### src/rtl/am_radio_pkg.sv
// Shared definitions for the AM broadcast channel control path.
package am_radio_pkg;

  localparam int unsigned NUM_CHANNELS = 12;
  localparam int unsigned IDX_W        = 4;

  typedef enum logic [1:0] {
    MODE_STATIC = 2'd0,
    MODE_RAMP   = 2'd1,
    MODE_ROUND  = 2'd2,
    MODE_RSVD   = 2'd3
  } mode_e;

  typedef enum logic [1:0] {
    ST_IDLE = 2'd0,
    ST_RUN  = 2'd1,
    ST_HOLD = 2'd2
  } state_e;

endpackage

### src/rtl/am_next_chan.sv
// Wrap-around priority encoder: next set bit of mask strictly above cur_idx_i,
// else the lowest set bit. found_higher_o tells whether the wrap was avoided.
module am_next_chan #(
  parameter int unsigned NUM_CHANNELS = 12,
  parameter int unsigned IDX_W        = 4
) (
  input  logic [NUM_CHANNELS-1:0] mask_i,
  input  logic [IDX_W-1:0]        cur_idx_i,
  output logic [IDX_W-1:0]        next_idx_o,
  output logic                    found_higher_o
);

  logic [IDX_W-1:0] lowest_idx;
  logic [IDX_W-1:0] higher_idx;

  // Scan downward so the last hit is the lowest qualifying index.
  always_comb begin
    lowest_idx     = '0;
    higher_idx     = '0;
    found_higher_o = 1'b0;
    for (int i = int'(NUM_CHANNELS) - 1; i >= 0; i--) begin
      if (mask_i[i]) begin
        lowest_idx = IDX_W'(i);
        if (i > int'(cur_idx_i)) begin
          higher_idx     = IDX_W'(i);
          found_higher_o = 1'b1;
        end
      end
    end
    next_idx_o = found_higher_o ? higher_idx : lowest_idx;
  end

endmodule

### src/rtl/am_chan_sequencer.sv
// Stress-test channel sequencer: turns a static allow-mask into a timed
// enable pattern (static / ramp-up / round-robin) with programmable dwell.
module am_chan_sequencer #(
  parameter int unsigned NUM_CHANNELS = am_radio_pkg::NUM_CHANNELS,
  parameter int unsigned DWELL_W      = 32
) (
  input  logic                              clk,
  input  logic                              rstn,
  input  logic                              start,
  input  logic                              stop,
  input  logic                              master_enable,
  input  logic [1:0]                        mode,
  input  logic [NUM_CHANNELS-1:0]           ch_allow,
  input  logic [DWELL_W-1:0]                dwell,
  output logic [NUM_CHANNELS-1:0]           ch_enable_out,
  output logic [am_radio_pkg::IDX_W-1:0]    active_idx,
  output logic                              step,
  output logic                              busy,
  output logic                              full,
  output logic                              done
);

  import am_radio_pkg::*;

  state_e                  state_q, state_d;
  mode_e                   mode_q, mode_d;
  logic [NUM_CHANNELS-1:0] allow_q, allow_d;
  logic [DWELL_W-1:0]      reload_q, reload_d;
  logic [DWELL_W-1:0]      cnt_q, cnt_d;
  logic [NUM_CHANNELS-1:0] mask_q, mask_d;
  logic [IDX_W-1:0]        idx_q, idx_d;
  logic                    step_q, step_d;
  logic                    busy_q, busy_d;
  logic                    full_q, full_d;
  logic                    done_q, done_d;

  logic [IDX_W-1:0]        next_idx;
  logic                    found_higher;
  logic [NUM_CHANNELS-1:0] next_oh;
  logic [NUM_CHANNELS-1:0] ramp_mask;
  logic [IDX_W-1:0]        start_low_idx;
  logic [IDX_W-1:0]        start_high_idx;
  logic                    seen;
  logic [DWELL_W-1:0]      dwell_reload;
  logic                    stop_req;
  logic                    start_ok;
  mode_e                   mode_in;

  am_next_chan #(
    .NUM_CHANNELS (NUM_CHANNELS),
    .IDX_W        (IDX_W)
  ) u_next_chan (
    .mask_i         (allow_q),
    .cur_idx_i      (idx_q),
    .next_idx_o     (next_idx),
    .found_higher_o (found_higher)
  );

  // Lowest/highest allowed index of the live input mask, used on start.
  always_comb begin
    start_low_idx  = '0;
    start_high_idx = '0;
    seen           = 1'b0;
    for (int i = 0; i < int'(NUM_CHANNELS); i++) begin
      if (ch_allow[i]) begin
        start_high_idx = IDX_W'(i);
        if (!seen) begin
          start_low_idx = IDX_W'(i);
        end
        seen = 1'b1;
      end
    end
  end

  assign next_oh      = NUM_CHANNELS'(1) << next_idx;
  assign ramp_mask    = mask_q | next_oh;
  // Dwell of 0 behaves as 1, so the reload value is max(dwell,1)-1.
  assign dwell_reload = (dwell == '0) ? '0 : dwell - DWELL_W'(1);
  assign stop_req     = stop || !master_enable;
  assign start_ok     = start && !stop && master_enable && (ch_allow != '0);
  assign mode_in      = mode_e'(mode);

  // Next-state for FSM, dwell counter and registered outputs.
  always_comb begin
    state_d  = state_q;
    mode_d   = mode_q;
    allow_d  = allow_q;
    reload_d = reload_q;
    cnt_d    = cnt_q;
    mask_d   = mask_q;
    idx_d    = idx_q;
    step_d   = 1'b0;
    busy_d   = busy_q;
    full_d   = full_q;
    done_d   = 1'b0;

    if (state_q != ST_IDLE && stop_req) begin
      // Stop beats any dwell expiry happening in the same cycle.
      state_d = ST_IDLE;
      cnt_d   = '0;
      mask_d  = '0;
      idx_d   = '0;
      busy_d  = 1'b0;
      full_d  = 1'b0;
      done_d  = 1'b1;
    end else begin
      case (state_q)
        ST_IDLE: begin
          if (start_ok) begin
            mode_d   = mode_in;
            allow_d  = ch_allow;
            reload_d = dwell_reload;
            cnt_d    = dwell_reload;
            step_d   = 1'b1;
            busy_d   = 1'b1;
            if (mode_in == MODE_RAMP || mode_in == MODE_ROUND) begin
              state_d = ST_RUN;
              mask_d  = NUM_CHANNELS'(1) << start_low_idx;
              idx_d   = start_low_idx;
            end else begin
              // STATIC and the reserved encoding light everything at once.
              state_d = ST_HOLD;
              mask_d  = ch_allow;
              idx_d   = start_high_idx;
              full_d  = 1'b1;
            end
          end
        end
        ST_RUN: begin
          if (cnt_q != '0) begin
            cnt_d = cnt_q - DWELL_W'(1);
          end else begin
            cnt_d = reload_q;
            if (mode_q == MODE_ROUND) begin
              mask_d = next_oh;
              idx_d  = next_idx;
              step_d = 1'b1;
            end else if (found_higher) begin
              mask_d = ramp_mask;
              idx_d  = next_idx;
              step_d = 1'b1;
              // Ramp fills upward in order, so a complete mask means no higher channel.
              if (ramp_mask == allow_q) begin
                state_d = ST_HOLD;
                full_d  = 1'b1;
              end
            end else begin
              state_d = ST_HOLD;
              full_d  = 1'b1;
            end
          end
        end
        ST_HOLD: begin
        end
        default: begin
          state_d = ST_IDLE;
        end
      endcase
    end
  end

  // State and output registers with synchronous active-low reset.
  always_ff @(posedge clk) begin
    if (!rstn) begin
      state_q  <= ST_IDLE;
      mode_q   <= MODE_STATIC;
      allow_q  <= '0;
      reload_q <= '0;
      cnt_q    <= '0;
      mask_q   <= '0;
      idx_q    <= '0;
      step_q   <= 1'b0;
      busy_q   <= 1'b0;
      full_q   <= 1'b0;
      done_q   <= 1'b0;
    end else begin
      state_q  <= state_d;
      mode_q   <= mode_d;
      allow_q  <= allow_d;
      reload_q <= reload_d;
      cnt_q    <= cnt_d;
      mask_q   <= mask_d;
      idx_q    <= idx_d;
      step_q   <= step_d;
      busy_q   <= busy_d;
      full_q   <= full_d;
      done_q   <= done_d;
    end
  end

  assign ch_enable_out = mask_q;
  assign active_idx    = idx_q;
  assign step          = step_q;
  assign busy          = busy_q;
  assign full          = full_q;
  assign done          = done_q;

endmodule

### config.mk
export PLATFORM = sky130hd
export DESIGN_NAME = am_chan_sequencer
export DESIGN_NICKNAME = d
export VERILOG_FILES = /design/src/rtl/am_radio_pkg.sv /design/src/rtl/am_next_chan.sv /design/src/rtl/am_chan_sequencer.sv
export SDC_FILE = /design/constraint.sdc
export NUM_CORES = 1
export LEC_CHECK = 0
export CAP_MARGIN = 0
export CELL_PAD_IN_SITES_DETAIL_PLACEMENT = 1
export CELL_PAD_IN_SITES_GLOBAL_PLACEMENT = 1
export CORE_UTILIZATION = 32
export CTS_BUF_LIST = sky130_fd_sc_hd__clkbuf_8 sky130_fd_sc_hd__clkbuf_16
export DETAILED_ROUTE_END_ITERATION = 8
export GPL_ROUTABILITY_DRIVEN = 0
export GPL_TIMING_DRIVEN = 0
export MAX_ROUTING_LAYER = met4
export PLACE_DENSITY_LB_ADDON = 0.1
export SLEW_MARGIN = 5
export SYNTH_ARGS = -nofsm -noshare
export SYNTH_HDL_FRONTEND = slang
export SYNTH_SLANG_ARGS = --single-unit
### constraint.sdc
create_clock -name clk -period 6.9 [get_ports clk]
set_input_delay 1.035 -clock clk [delete_from_list [all_inputs] [get_ports clk]]
set_output_delay 1.035 -clock clk [all_outputs]
set_load 0.01 [all_outputs]
==> results.txt <==
Status: complete, no violations
Final Instance Area: 0.00820 mm²
First-pass GRT wire length: 43.1 mm
Setup Crit Path Kind: primary input to register
Initial antenna violation count: 0
Final Power: 2950 µW
Clock skew: 0.00908 ns
Vias per Instance: 5.72
Die extent in x: 148 µm
Post-CTS Hold Buffers: 0
# rows: 53
Worst EP arrival: 4.61 ns
Nets: 1074
Synth Register Bits: 100
Root Buffer: clkbuf_16
Register area share after synthesis: 29.3%
Hold Crit Class: register to register
Clk slew on worst S/H paths: 0.07 ns
# DRC: 0
Die Height: 148 µm
Lkg Pwr: 0.00278 µW
RR Endpoint: state_q[0]
Ys flop type: dfxtp_1
TritonRoute pass-1 iters: 5
Post-Route WL: 27.9 mm
Crit. End Element: register
Via count: 7431
H-tree Lvls: 3
TritonCTS clock tree: yes
EDFF count, synth: 0
Mapped Avg Cell Area: 7.27 µm²
Die area: 0.0219 mm²
Mapped Nets: 993
RSZ-0062 raised after global routing: false
GRT Util Overall: 26.6%
Syn. warnings: 0
CP max stage delay: 0.65 ns
R2R Path Start: allow_q[1]
Type of origin of the critical path: primary input
I/O pin count: 71
Initial Util: 32.6%
WP data required: 7.18 ns
Dpl hpwl: 21.4 mm
Layout area overhead: 20.2%
Vias in the first global route: 7351
Clock sinks: 100
Peak Freq: 231 MHz
PortBufs: 69
Post-Syn Area: 0.00683 mm²
Final core utilization: 39.1%
Largest net degree at the start of global routing: 17
Hold depth: 2
PwrDens: 360 mW/mm²
Count of cell types in the netlist: 81
Total grt overflow: 0
Reg2Reg Depth: 9
Headroom to the max-slew limit: 38.9%
Worst-Margin Slew: 0.910 ns
Worst VDD drop: 119 µV
Share of cells above drive strength 1: 4.59%
Post-Syn Instances: 939
Final setup TNS: 0 ns
Longest Clk Path Bufs: 2
Setup Fix Bufs, Post-CTS: 0
Max Slew Vio Count: 0
Hold WS: 0.466 ns
Initial DRC Count: 476
CP Cell Sequence: clkdlybuf4s50_1 > nor4_1 > nand2_1 > o21ai_1 > o21ai_0 > nand2_1 > clkbuf_1 > a21oi_1 > a21oi_1
Crit path max-delay cell type: o21ai_1
# diodes: 0
Crit Path Max Fanout: 10
Core area: 0.0210 mm²
Final setup fails: 0
Async SR Flop Fraction: 0%
Tcrit/Tclk final: 62.8%
Hold Crit Start: reload_q[20]
Fin. Hold Viols: 0
Min Tclk post-route: 4.33 ns
Avg WL per Cell: 21.5 µm
Hold EP: reload_q[20]
Number of gates resized after CTS: 0
Placed instance area: 0.00787 mm²
Clk_lat worst skew: 0.36 ns
Max cap viols: 0
Cts bufs inserted: 9
R2r setup slk: 3.39 ns
Antenna-violating nets left: 0
-- power by group --
part	total (µW)	internal, µW	switching [µW]
registers	761	658	103
logic	1620	601	1020
clock network	567	313	253
total	2950	1570	1380
-- stage by stage --
step,std cells,setup WS [ns]
4_1_cts,1300,2.67
3_3_place_gp,1283,1.86
5_1_grt,1300,2.39
3_5_place_dp,1284,2.29
2_1_floorplan,939,3.45
6_report,1300,2.57
-- cells in the final DEF, fill, tap and decap left out, types with 9 or more instances in the layout --
cell type,n
nor2_1,93
clkbuf_16,9
inv_1,28
o211ai_1,15
xnor2_1,26
or3_1,11
nand3_1,28
nand2b_1,14
or4_1,11
a211oi_1,27
dfxtp_1,100
clkbuf_1,49
a21boi_0,30
xor2_1,20
o21ai_0,63
a21oi_1,79
a221oi_1,12
nand2_1,117
clkdlybuf4s50_1,69
nor3_1,26
nor2b_1,20
nor4_1,25
o31ai_1,9
-- cells by family (layout without fill, tap and decap cells) --
| family | after synthesis | in the layout | share of synthesized area (%) |
|---|---|---|---|
| fa+ha+maj | 3 | 3 | 0.550 |
| xor+xnor | 46 | 46 | 5.90 |
| mux | 3 | 3 | 0.440 |
| buf+inv | 87 | 173 | 5.11 |
| simple gates | 384 | 384 | 27.5 |
| compound gates | 316 | 316 | 31.2 |
| flops | 100 | 100 | 29.3 |
-- state kept, by name, indices dropped and copies added (netlist names) --
signal         cells
full               1
cnt_q             32
ch_enable_out     12
reload_q          32
active_idx         4
busy               1
state_q            2
mode_q             2
step               1
allow_q           12
done               1
-- worst max-delay path, delay by kind of cell --
family,cells,cell delay [ns]
simple gates,3,1.20
compound gates,4,1.26
buf+inv,2,1.10
-- metal layers --
layer / part of all wire [%] / track usage (%) / up-vias
met5: 0 / - / -
met4: 3.1 / 9.59 / 0
met3: 3.2 / 3.15 / 47
met2: 50 / 46.1 / 189
met1: 44 / 31.5 / 3593
li1: - / - / 3602
-- cell usage after synthesis, types with 15 or more instances --
| cell type | number | area [µm²] |
|---|---|---|
| inv_1 | 28 | 105 |
| a21oi_1 | 79 | 395 |
| nand3_1 | 28 | 140 |
| a211oi_1 | 27 | 203 |
| o21ai_0 | 63 | 315 |
| nor2b_1 | 20 | 125 |
| nor4_1 | 25 | 156 |
| o211ai_1 | 15 | 113 |
| xor2_1 | 20 | 175 |
| nand2_1 | 117 | 439 |
| nor2_1 | 93 | 349 |
| xnor2_1 | 26 | 228 |
| nor3_1 | 26 | 130 |
| a21boi_0 | 30 | 225 |
| dfxtp_1 | 100 | 2000 |
| clkbuf_1 | 49 | 184 |
-- final cells by class --
type	instances	area (µm²)
Buffer	59	244
Tap cell	275	344
Inverter	28	105
Multi-Input combinational cell	752	4490
Sequential cell	100	2000
Clock buffer	12	267
Clock inverter	4	53.8
Fill cell	2653	12800
Timing Repair Buffer	70	698
-- how the worst max path moves through the flow --
stage,start,to,slack (ns),cells after the start
after CTS,dwell[4],cnt_q[0],2.67,10
after global routing,ch_allow[0],active_idx[0],2.39,9
after detailed placement,dwell[4],cnt_q[0],2.29,10
final,ch_allow[2],active_idx[0],2.57,9
after floorplan,dwell[9],cnt_q[0],3.45,9
after global placement,master_enable,cnt_q[24],1.86,8
No activity file was read; power rests on OpenSTA's default activity.
